**config.mk**
```make
export PLATFORM = sky130hd
export DESIGN_NAME = mole_scheduler
export DESIGN_NICKNAME = d
export VERILOG_FILES = /design/src/rtl/mole_pkg.sv /design/src/rtl/mole_lfsr.sv /design/src/rtl/mole_scheduler.sv
export SDC_FILE = /design/constraint.sdc
export NUM_CORES = 1
export LEC_CHECK = 0
export BUFFER_PORTS_ARGS = -buffer_cell sky130_fd_sc_hd__buf_4
export CORE_UTILIZATION = 39
export CTS_BUF_LIST = sky130_fd_sc_hd__clkbuf_8 sky130_fd_sc_hd__clkbuf_16
export DETAILED_ROUTE_END_ITERATION = 8
export PLACE_DENSITY = 0.6
export SLEW_MARGIN = 20
export SYNTH_ARGS = -nofsm -noshare
export SYNTH_HDL_FRONTEND = slang
export SYNTH_HIERARCHICAL = 1
export SYNTH_SLANG_ARGS = --single-unit
```
**constraint.sdc**
```tcl
create_clock -name clk -period 2.5 [get_ports clk]
set_input_delay 0.375 -clock clk [delete_from_list [all_inputs] [get_ports clk]]
set_output_delay 0.375 -clock clk [all_outputs]
set_load 0.02 [all_outputs]
```
**src/rtl/mole_pkg.sv**
```systemverilog
// Shared types and constants for the whack-a-mole scheduler.
// Latency: n/a (definitions only).
// Backpressure: n/a (no handshakes in this package).
package mole_pkg;

  // Game phases; the encoding is internal to the scheduler.
  typedef enum logic [2:0] {
    IDLE = 3'd0,
    PICK = 3'd1,
    UP   = 3'd2,
    GAP  = 3'd3,
    OVER = 3'd4
  } state_e;

  localparam int NUM_OVALS = 5;
  localparam int SCORE_MAX = 255;

  // Folds a 3-bit random value onto 0..4, then steps past the current oval
  // so the same hole never shows a mole twice in a row.
  function automatic logic [2:0] pick_oval(input logic [2:0] rnd,
                                           input logic [2:0] cur);
    logic [2:0] cand;
    cand = (rnd < 3'(NUM_OVALS)) ? rnd : rnd - 3'd3;
    if (cand == cur) begin
      cand = (cand == 3'(NUM_OVALS - 1)) ? 3'd0 : cand + 3'd1;
    end
    return cand;
  endfunction

endpackage

```
**src/rtl/mole_lfsr.sv**
```systemverilog
// 16-bit Galois LFSR used as the mole position source.
// Latency: advances one step every clock; reset loads the seed.
// Backpressure: none, free-running.
module mole_lfsr #(
  parameter logic [15:0] MASK = 16'hB400
) (
  input  logic        clk,
  input  logic        rst,
  input  logic [15:0] seed,
  output logic [15:0] q
);

  logic [15:0] lfsr_q;
  logic [15:0] lfsr_d;

  // Right-shifting Galois step: feedback taps applied when the LSB falls out.
  always_comb begin
    lfsr_d = lfsr_q >> 1;
    if (lfsr_q[0]) begin
      lfsr_d = (lfsr_q >> 1) ^ MASK;
    end
  end

  // State register; a nonzero seed keeps the sequence off the all-zero lockup.
  always_ff @(posedge clk) begin
    if (rst) begin
      lfsr_q <= seed;
    end else begin
      lfsr_q <= lfsr_d;
    end
  end

  assign q = lfsr_q;

endmodule

```
**src/rtl/mole_scheduler.sv**
```systemverilog
// Whack-a-mole game sequencer: picks ovals, times mole up/gap, scores hits and misses.
// Latency: all outputs registered; a hit shows on score/hit_pulse one clock after the press edge.
// Backpressure: none; tick paces the game, start is a level request honoured only in IDLE/OVER.
module mole_scheduler
  import mole_pkg::*;
#(
  parameter int          UP_TICKS   = 50,
  parameter int          GAP_TICKS  = 25,
  parameter int          MAX_MISSES = 5,
  parameter logic [15:0] LFSR_SEED  = 16'hACE1
) (
  input  logic       clk,
  input  logic       rst,
  input  logic       tick,
  input  logic       start,
  input  logic [4:0] hit_btn,
  output logic [2:0] oval_select,
  output logic       mole_up,
  output logic [7:0] score,
  output logic [2:0] misses,
  output logic       game_over,
  output logic       hit_pulse
);

  localparam int CNT_W = 16;

  state_e           state_q, state_d;
  logic [2:0]       oval_q, oval_d;
  logic             mole_up_q;
  logic [7:0]       score_q, score_d;
  logic [2:0]       misses_q, misses_d;
  logic             game_over_q;
  logic             hit_pulse_q, hit_pulse_d;
  logic [CNT_W-1:0] cnt_q, cnt_d;
  logic [4:0]       btn_prev_q;

  logic [15:0]      lfsr_q;
  logic             lfsr_unused;
  logic [4:0]       btn_rise;
  logic             hit;
  logic             expire;
  logic [2:0]       misses_inc;

  mole_lfsr u_lfsr (
    .clk  (clk),
    .rst  (rst),
    .seed (LFSR_SEED),
    .q    (lfsr_q)
  );

  // Only the low three bits feed the oval choice.
  assign lfsr_unused = ^lfsr_q[15:3];

  // Press detection and timer expiry; expiry lands on the N-th tick after load.
  always_comb begin
    btn_rise   = hit_btn & ~btn_prev_q;
    hit        = (state_q == UP) && btn_rise[oval_q];
    expire     = tick && (cnt_q == CNT_W'(1));
    misses_inc = misses_q + 3'd1;
  end

  // Next-state and datapath updates; a hit wins over a same-cycle expiry.
  always_comb begin
    state_d     = state_q;
    oval_d      = oval_q;
    score_d     = score_q;
    misses_d    = misses_q;
    cnt_d       = cnt_q;
    hit_pulse_d = 1'b0;

    case (state_q)
      IDLE: begin
        if (start) begin
          state_d = PICK;
        end
      end

      PICK: begin
        oval_d  = pick_oval(lfsr_q[2:0], oval_q);
        cnt_d   = CNT_W'(UP_TICKS);
        state_d = UP;
      end

      UP: begin
        if (tick) begin
          cnt_d = cnt_q - CNT_W'(1);
        end
        if (hit) begin
          score_d     = (score_q == 8'(SCORE_MAX)) ? score_q : score_q + 8'd1;
          hit_pulse_d = 1'b1;
          cnt_d       = CNT_W'(GAP_TICKS);
          state_d     = GAP;
        end else if (expire) begin
          misses_d = misses_inc;
          if (misses_inc == 3'(MAX_MISSES)) begin
            cnt_d   = '0;
            state_d = OVER;
          end else begin
            cnt_d   = CNT_W'(GAP_TICKS);
            state_d = GAP;
          end
        end
      end

      GAP: begin
        if (tick) begin
          cnt_d = cnt_q - CNT_W'(1);
        end
        if (expire) begin
          state_d = PICK;
        end
      end

      OVER: begin
        if (start) begin
          score_d  = '0;
          misses_d = '0;
          state_d  = PICK;
        end
      end

      default: begin
        state_d = IDLE;
      end
    endcase
  end

  // State and output registers; mole_up/game_over are decoded from the next state.
  always_ff @(posedge clk) begin
    if (rst) begin
      state_q     <= IDLE;
      oval_q      <= '0;
      mole_up_q   <= 1'b0;
      score_q     <= '0;
      misses_q    <= '0;
      game_over_q <= 1'b0;
      hit_pulse_q <= 1'b0;
      cnt_q       <= '0;
      btn_prev_q  <= '0;
    end else begin
      state_q     <= state_d;
      oval_q      <= oval_d;
      mole_up_q   <= (state_d == UP);
      score_q     <= score_d;
      misses_q    <= misses_d;
      game_over_q <= (state_d == OVER);
      hit_pulse_q <= hit_pulse_d;
      cnt_q       <= cnt_d;
      btn_prev_q  <= hit_btn;
    end
  end

  assign oval_select = oval_q;
  assign mole_up     = mole_up_q;
  assign score       = score_q;
  assign misses      = misses_q;
  assign game_over   = game_over_q;
  assign hit_pulse   = hit_pulse_q;

endmodule

```
# After elaboration in Yosys (flattened, before gate mapping)
# Index checks and enable logic that the tools add are counted.
[totals]
register_bits = 57
latch_bits = 0
ram_bits = 0
mem_bits_ro = 0
input_bits = 9
elab_cells = 72
n_memories = 0
[classes]
add_sub_neg = 5
multipliers = 0
div = 0
order_cmp = 2
n_eq_ne = 16
shifts = 0
muxes = 26
bitwise_logic = 4
reduce_logical = 9
[op_table]
columns = ["cell", "count"]
rows = [
  ["$mux 16", 4],
  ["$pmux 16 s3", 1],
  ["$mux 3", 11],
  ["$mux 8", 3],
  ["$eq 16x1->1 const B", 1],
  ["$pmux 8 s2", 1],
  ["$sub 16x1->16 const B", 1],
  ["$eq 3x3->1 const B", 4],
  ["$pmux 3 s4", 1],
  ["$ne 2x2->1 const B", 5],
  ["$eq 3x2->1 const B", 3],
  ["$add 8x1->8 const B", 1],
  ["$eq 8x8->1 const B", 1],
  ["$reduce_and 4->1", 2],
  ["$add 3x1->3 const B", 2],
  ["$pmux 3 s2", 1],
  ["$and 5x5->5", 1],
  ["$mux 5", 1],
  ["$not 5->5", 1],
  ["$lt 3x4->1 const B", 1],
  ["$not 3->4", 1],
  ["$reduce_or 2->1", 2],
  ["$bmux 1 s3", 1],
  ["$eq 3x1->1 const B", 1],
  ["9 further kinds", 11],
]

# Longest topological paths before layout
[logic_depth]
depth_word = 8
ltp_mapped = 10
depth_no_buf = 10

# Modules after synthesis
# Netlist, hierarchy kept.
[by_module_without_submodules]
columns = ["mod", "n_inst", "cells_each", "area_each_um2", "seq_area_each_um2"]
rows = [
  ["mole_scheduler", 1, 291, 2361.0, 820.8],
  ["mole_lfsr", 1, 40, 560.5, 320.3],
]

# Worst setup path after synthesis
# OpenSTA, ideal clock, no wires.
[synth_timing]
path_kind = "input-to-reg"
startpoint = "input port tick"
endpoint = "register cnt_q[13]"
arrival_ns = 2.026
required_time_ns = 2.376
slack_ns = 0.350
path_stages = 7
path_buffers = 1
cell_sequence = "buf_2 or4b_4 or4_4 o2111ai_2 nand2_4 a31oi_1 o31ai_1"
[synth_via]
elab_chain_len = 4
word_cells_on_any_way = 5
classes_between = "mux: 4; reduce/logical: 1"
[synth_lines]
columns = ["item", "line_no", "rtl"]
rows = [
  ["start, declared", "mole_scheduler.sv:14", "input logic tick,"],
  ["$mux 16 or $logic_and 1x1->1 (tied branches)", "--", ""],
  ["$mux 16", "mole_scheduler.sv:93", "end else if (expire) begin"],
  ["$mux 16", "mole_scheduler.sv:88", "if (hit) begin"],
  ["$pmux 16 s3 (*)", "mole_scheduler.sv:71", "case (state_q)"],
  ["end signal, assigned", "mole_scheduler.sv:148", "cnt_q <= cnt_d;"],
  ["end, declared", "mole_scheduler.sv:34", "logic [CNT_W-1:0] cnt_q, cnt_d;"],
]
# Every way passes the cells marked *; elsewhere a longest branch is shown, timed or not.
# A chain may end at the register's enable or synchronous reset.

# Worst setup path in the final report
[layout_timing]
startpoint = "register cnt_q[1]"
endpoint = "register cnt_q[14]"
[layout_via]
elab_chain_len = 5
word_cells_on_any_way = 7
classes_between = "add/sub: 1; eq/ne: 1; mux: 4; reduce/logical: 1"
[layout_lines]
columns = ["item", "line_no"]
rows = [
  ["$sub 16x1->16 or $eq 16x1->1 (tied branches)", "mole_scheduler.sv:86, mole_scheduler.sv:107, mole_scheduler.sv:58"],
  ["$mux 16 or $logic_and 1x1->1 (tied branches)", "mole_scheduler.sv:85, mole_scheduler.sv:106, mole_scheduler.sv:58"],
  ["$mux 16", "mole_scheduler.sv:93"],
  ["$mux 16", "mole_scheduler.sv:88"],
  ["$pmux 16 s3 (*)", "mole_scheduler.sv:71"],
]
# Marked as above.

==> impl_metrics.prom <==
# TYPE chip_impl_metric gauge
chip_impl_info{name="outcome",value="finished, final reports clean"} 1
chip_impl_metric{name="synth.ff_latch_count",unit=""} 57
chip_impl_metric{name="grt_start_max_net_pins",unit=""} 50
chip_impl_metric{name="antenna_violations_before_repair",unit=""} 0
chip_impl_metric{name="async_reset_ff_share",unit="%"} 0
chip_impl_metric{name="overflow",unit=""} 0
chip_impl_metric{name="max-cap-violations",unit=""} 0
chip_impl_info{name="crit_path_cell_trace",value="inv_1 > ha_1 > or4b_2 > or4_4 > o2111ai_2 > nand2_4 > nand3_1 > o32ai_1"} 1
chip_impl_metric{name="io_buffers",unit=""} 25
chip_impl_metric{name="place_hpwl",unit="mm"} 4.52
chip_impl_metric{name="detailedRoute.firstIterationViolations",unit=""} 93
chip_impl_metric{name="die-width",unit="um"} 88.6
chip_impl_metric{name="syn-mean-instance-area",unit="sq um"} 8.83
chip_impl_metric{name="cp.buffers_inverters",unit=""} 1
chip_impl_info{name="path_class",value="reg2reg"} 1
chip_impl_metric{name="i_o_pin_cnt",unit=""} 26
chip_impl_info{name="worstHoldPathType",value="in2reg"} 1
chip_impl_metric{name="ctsLongestPathBuffers",unit=""} 2
chip_impl_metric{name="critical-path-max-stage-delay",unit="ps"} 580
chip_impl_metric{name="synth_edf_count",unit=""} 0
chip_impl_info{name="cts_root_buffer",value="sky130_fd_sc_hd__clkbuf_8"} 1
chip_impl_info{name="endpoint_kind",value="register"} 1
chip_impl_metric{name="synth_mux_area_share",unit="%"} 7.24
chip_impl_metric{name="route.vias.total",unit=""} 2516
chip_impl_metric{name="grt_util_met1",unit="%"} 22.3
chip_impl_metric{name="finalHoldWorstSlack",unit="ps"} 263
chip_impl_metric{name="track_usage",unit="%"} 17.7
chip_impl_metric{name="drtPass1Iterations",unit=""} 4
chip_impl_metric{name="avgRoutedWirePerCell",unit="um"} 13.4
chip_impl_metric{name="cts-resized-gates",unit=""} 0
chip_impl_metric{name="post_route_cells_drive_above_1_share",unit="%"} 19.5
chip_impl_metric{name="numCtsBuffers",unit=""} 9
chip_impl_info{name="final_common_cell",value="sky130_fd_sc_hd__dfxtp_1"} 1
chip_impl_metric{name="cts-hold-fix-buffers",unit=""} 0
chip_impl_metric{name="worstPathArrival",unit="ps"} 2490
chip_impl_metric{name="route.antenna.remaining_nets",unit=""} 0
chip_impl_metric{name="synthCells",unit=""} 331
chip_impl_metric{name="setup_viol_count_final",unit=""} 0
chip_impl_info{name="worstSetupStartpointType",value="register"} 1
chip_impl_metric{name="cts.sink_count",unit=""} 57
chip_impl_info{name="most_used_routing_layer",value="met2"} 1
chip_impl_metric{name="power.static_leakage",unit="uW"} 0.00138
chip_impl_metric{name="post-cts-setup-buffers",unit=""} 0
chip_impl_metric{name="drv_slew",unit=""} 0
chip_impl_metric{name="pwr_dens",unit="nW/um^2"} 805
chip_impl_info{name="synth_flop_cell",value="sky130_fd_sc_hd__dfxtp_1"} 1
chip_impl_info{name="path_delay_family",value="simple AND/OR/NAND/NOR gates"} 1
chip_impl_metric{name="ir_drop",unit="mV"} 0.352
chip_impl_metric{name="synth_compound_area_share",unit="%"} 19.0
chip_impl_metric{name="placementRows",unit=""} 31
chip_impl_metric{name="finalWorstPathRequiredPeriod",unit="ps"} 2300
chip_impl_metric{name="netlist-cell-type-count",unit=""} 64
chip_impl_metric{name="report.final.hold_viol_count",unit=""} 0
chip_impl_metric{name="htree_num_levels",unit=""} 3
chip_impl_metric{name="core_region_area",unit="sq um"} 7250
chip_impl_metric{name="final_net_count",unit=""} 391
chip_impl_metric{name="design.die.area",unit="sq um"} 7840
chip_impl_metric{name="final.fill_count",unit=""} 702
chip_impl_metric{name="post_synth_and_or_nand_nor_area_fraction",unit="%"} 23.4
chip_impl_metric{name="yosysSeqAreaShare",unit="%"} 39.1
chip_impl_info{name="cp_slowest_cell",value="sky130_fd_sc_hd__or4b_2"} 1
chip_impl_metric{name="initial_core_util",unit="%"} 40.3
chip_impl_metric{name="met2_track_demand_over_resource",unit="%"} 28.7
chip_impl_metric{name="timing.max_slew.rel_slack",unit="%"} 64.9
chip_impl_metric{name="post_drt_via_cell_ratio",unit=""} 5.25
chip_impl_metric{name="worst-slew-pin-transition",unit="ps"} 513
chip_impl_metric{name="flow.area_growth_from_synthesis",unit="%"} 17.9
chip_impl_info{name="layout.cells.most_common_list",value="sky130_fd_sc_hd__dfxtp_1, sky130_fd_sc_hd__nor2_1, sky130_fd_sc_hd__buf_4, sky130_fd_sc_hd__nand2_1, sky130_fd_sc_hd__a21oi_1"} 1
chip_impl_info{name="grt_setup_unrepaired",value="no"} 1
chip_impl_metric{name="finalSetupTns",unit="ps"} 0
chip_impl_metric{name="finalWirelength",unit="mm"} 6.40
chip_impl_metric{name="yosys.area_share.xor_xnor",unit="%"} 3.90
chip_impl_metric{name="clkTransAtPathRegs",unit="ps"} 70
chip_impl_metric{name="num_antenna_cells",unit=""} 0
chip_impl_metric{name="grt_first_pass_wirelength",unit="mm"} 10.6
chip_impl_metric{name="gp_routability_congestion",unit=""} 0.844
chip_impl_metric{name="fin_skew",unit="ps"} 4.93
chip_impl_metric{name="die_y",unit="um"} 88.6
chip_impl_info{name="cts_tree",value="yes"} 1
chip_impl_metric{name="worstPathMaxFanout",unit=""} 8
chip_impl_metric{name="worst_skew_pair.late_latency",unit="ps"} 330
chip_impl_metric{name="worst_ep_required_time",unit="ps"} 2700
chip_impl_metric{name="timing.final.crit_share",unit="%"} 91.9
chip_impl_metric{name="max_freq",unit="MHz"} 435
chip_impl_metric{name="yosysWarningCount",unit=""} 6
chip_impl_metric{name="adder_and_majority_gate_portion_of_the_synthesized_area",unit="%"} 3.00
chip_impl_metric{name="post_synth_instance_area",unit="sq um"} 2920
chip_impl_metric{name="grt_pass1_vias",unit=""} 2312
chip_impl_metric{name="drcViolationCount",unit=""} 0
chip_impl_info{name="main_combinational_cell_family_by_area_after_synthesis",value="simple AND/OR/NAND/NOR gates"} 1
chip_impl_metric{name="grt.met3_usage",unit="%"} 5.32
## state kept, by name (all words and copies together), names as in the netlist
register,count
btn_prev_q,5
u_lfsr/q,16
score,8
state_q,3
cnt_q,16
oval_select,3
hit_pulse,1
mole_up,1
game_over,1
misses,3
## per-stage QoR
| step | utilization [%] | instances | area [sq um] | worst slack (ps) | power [uW] |
|---|---|---|---|---|---|
| global placement | 45.0 | 463 | 3260 | 243 | 2000 |
| detailed placement | 45.0 | 463 | 3260 | 213 | 2010 |
| finish | 47.5 | 479 | 3440 | 202 | 2770 |
| floorplan | - | 345 | 2970 | 350 | 1780 |
| global route | 47.5 | 479 | 3440 | 75.3 | 2970 |
| CTS | 47.5 | 479 | 3440 | 206 | 2800 |
## Yosys cell counts (2+ instances only)
cell	count	area share, %
sky130_fd_sc_hd__a2111oi_0	2	0.60
sky130_fd_sc_hd__a211oi_1	5	1.3
sky130_fd_sc_hd__a21oi_1	20	3.4
sky130_fd_sc_hd__a22oi_1	3	0.77
sky130_fd_sc_hd__a311oi_1	2	0.60
sky130_fd_sc_hd__a31oi_1	9	1.9
sky130_fd_sc_hd__and2_1	3	0.64
sky130_fd_sc_hd__and3_1	3	0.64
sky130_fd_sc_hd__buf_1	3	0.39
sky130_fd_sc_hd__buf_2	3	0.51
sky130_fd_sc_hd__clkbuf_1	4	0.51
sky130_fd_sc_hd__conb_1	2	0.26
sky130_fd_sc_hd__dfxtp_1	57	39
sky130_fd_sc_hd__ha_1	7	3.0
sky130_fd_sc_hd__inv_1	12	1.5
sky130_fd_sc_hd__mux2_2	9	3.5
sky130_fd_sc_hd__mux2_4	4	2.1
sky130_fd_sc_hd__mux2i_1	5	1.7
sky130_fd_sc_hd__nand2_1	28	3.6
sky130_fd_sc_hd__nand2b_1	6	1.3
sky130_fd_sc_hd__nand3_1	6	1.0
sky130_fd_sc_hd__nand3b_1	2	0.51
sky130_fd_sc_hd__nand4_1	4	0.86
sky130_fd_sc_hd__nor2_1	39	5.0
sky130_fd_sc_hd__nor2b_1	11	2.4
sky130_fd_sc_hd__nor3_1	5	0.86
sky130_fd_sc_hd__nor4_1	3	0.64
sky130_fd_sc_hd__o21a_1	5	1.3
sky130_fd_sc_hd__o21ai_0	12	2.1
sky130_fd_sc_hd__o311a_1	4	1.4
sky130_fd_sc_hd__o31ai_1	3	0.77
sky130_fd_sc_hd__o32ai_1	2	0.60
sky130_fd_sc_hd__or2_2	2	0.43
sky130_fd_sc_hd__or3_1	4	0.86
sky130_fd_sc_hd__or4_4	2	0.77
sky130_fd_sc_hd__xnor2_1	10	3.0
sky130_fd_sc_hd__xor2_1	3	0.90
## report_power, final
group          switching (uW)  leakage (uW)  internal, uW
Sequential                126      0.000469          1020
Combinational             490      0.000817           363
Clock                     388     0.0000922           387
Total                    1000       0.00138          1770
## cell families after synthesis
logic type | Yosys count
buf+inv | 25
simple gates | 129
compound gates | 80
fa+ha+maj | 7
flops | 57
xor+xnor | 13
other cells | 2
mux | 18
## path summary, 6_finish.rpt
check / from / endpoint / slack [ps] / cells past startpoint
worst max-delay path: cnt_q[1] / cnt_q[14] / 200 / 8
worst min-delay path: hit_btn[2] / btn_prev_q[2] / 260 / 2
worst max register to register: cnt_q[1] / cnt_q[14] / 200 / 8
worst min register to register: u_lfsr/q[7] / u_lfsr/q[6] / 460 / 1
## worst reg2reg max path, stage by stage (launching register included)
cell and delay, ps:
sky130_fd_sc_hd__dfxtp_1 320, sky130_fd_sc_hd__inv_1 90, sky130_fd_sc_hd__ha_1 170, sky130_fd_sc_hd__or4b_2 580
sky130_fd_sc_hd__or4_4 480, sky130_fd_sc_hd__o2111ai_2 140, sky130_fd_sc_hd__nand2_4 120, sky130_fd_sc_hd__nand3_1 160
sky130_fd_sc_hd__o32ai_1 100
## final cells by class
cell class	count	area, sq um	share of cell area [%]
multi-input cells	263	1710	49.7
flip-flops and latches	57	1140	33.1
repair buffers	32	240	6.97
clock buffers	10	138	4.00
well taps	99	124	3.60
inverters	12	45.0	1.31
clock inverters	6	43.8	1.27
## metal layers
layer  wire (um)  part of all wire (%)
met2        3090                    48
met1        2980                    47
met3         302                   4.7
met5           0                     0
met4          28                  0.44
Note: power is estimated with default switching activity, not from simulation.
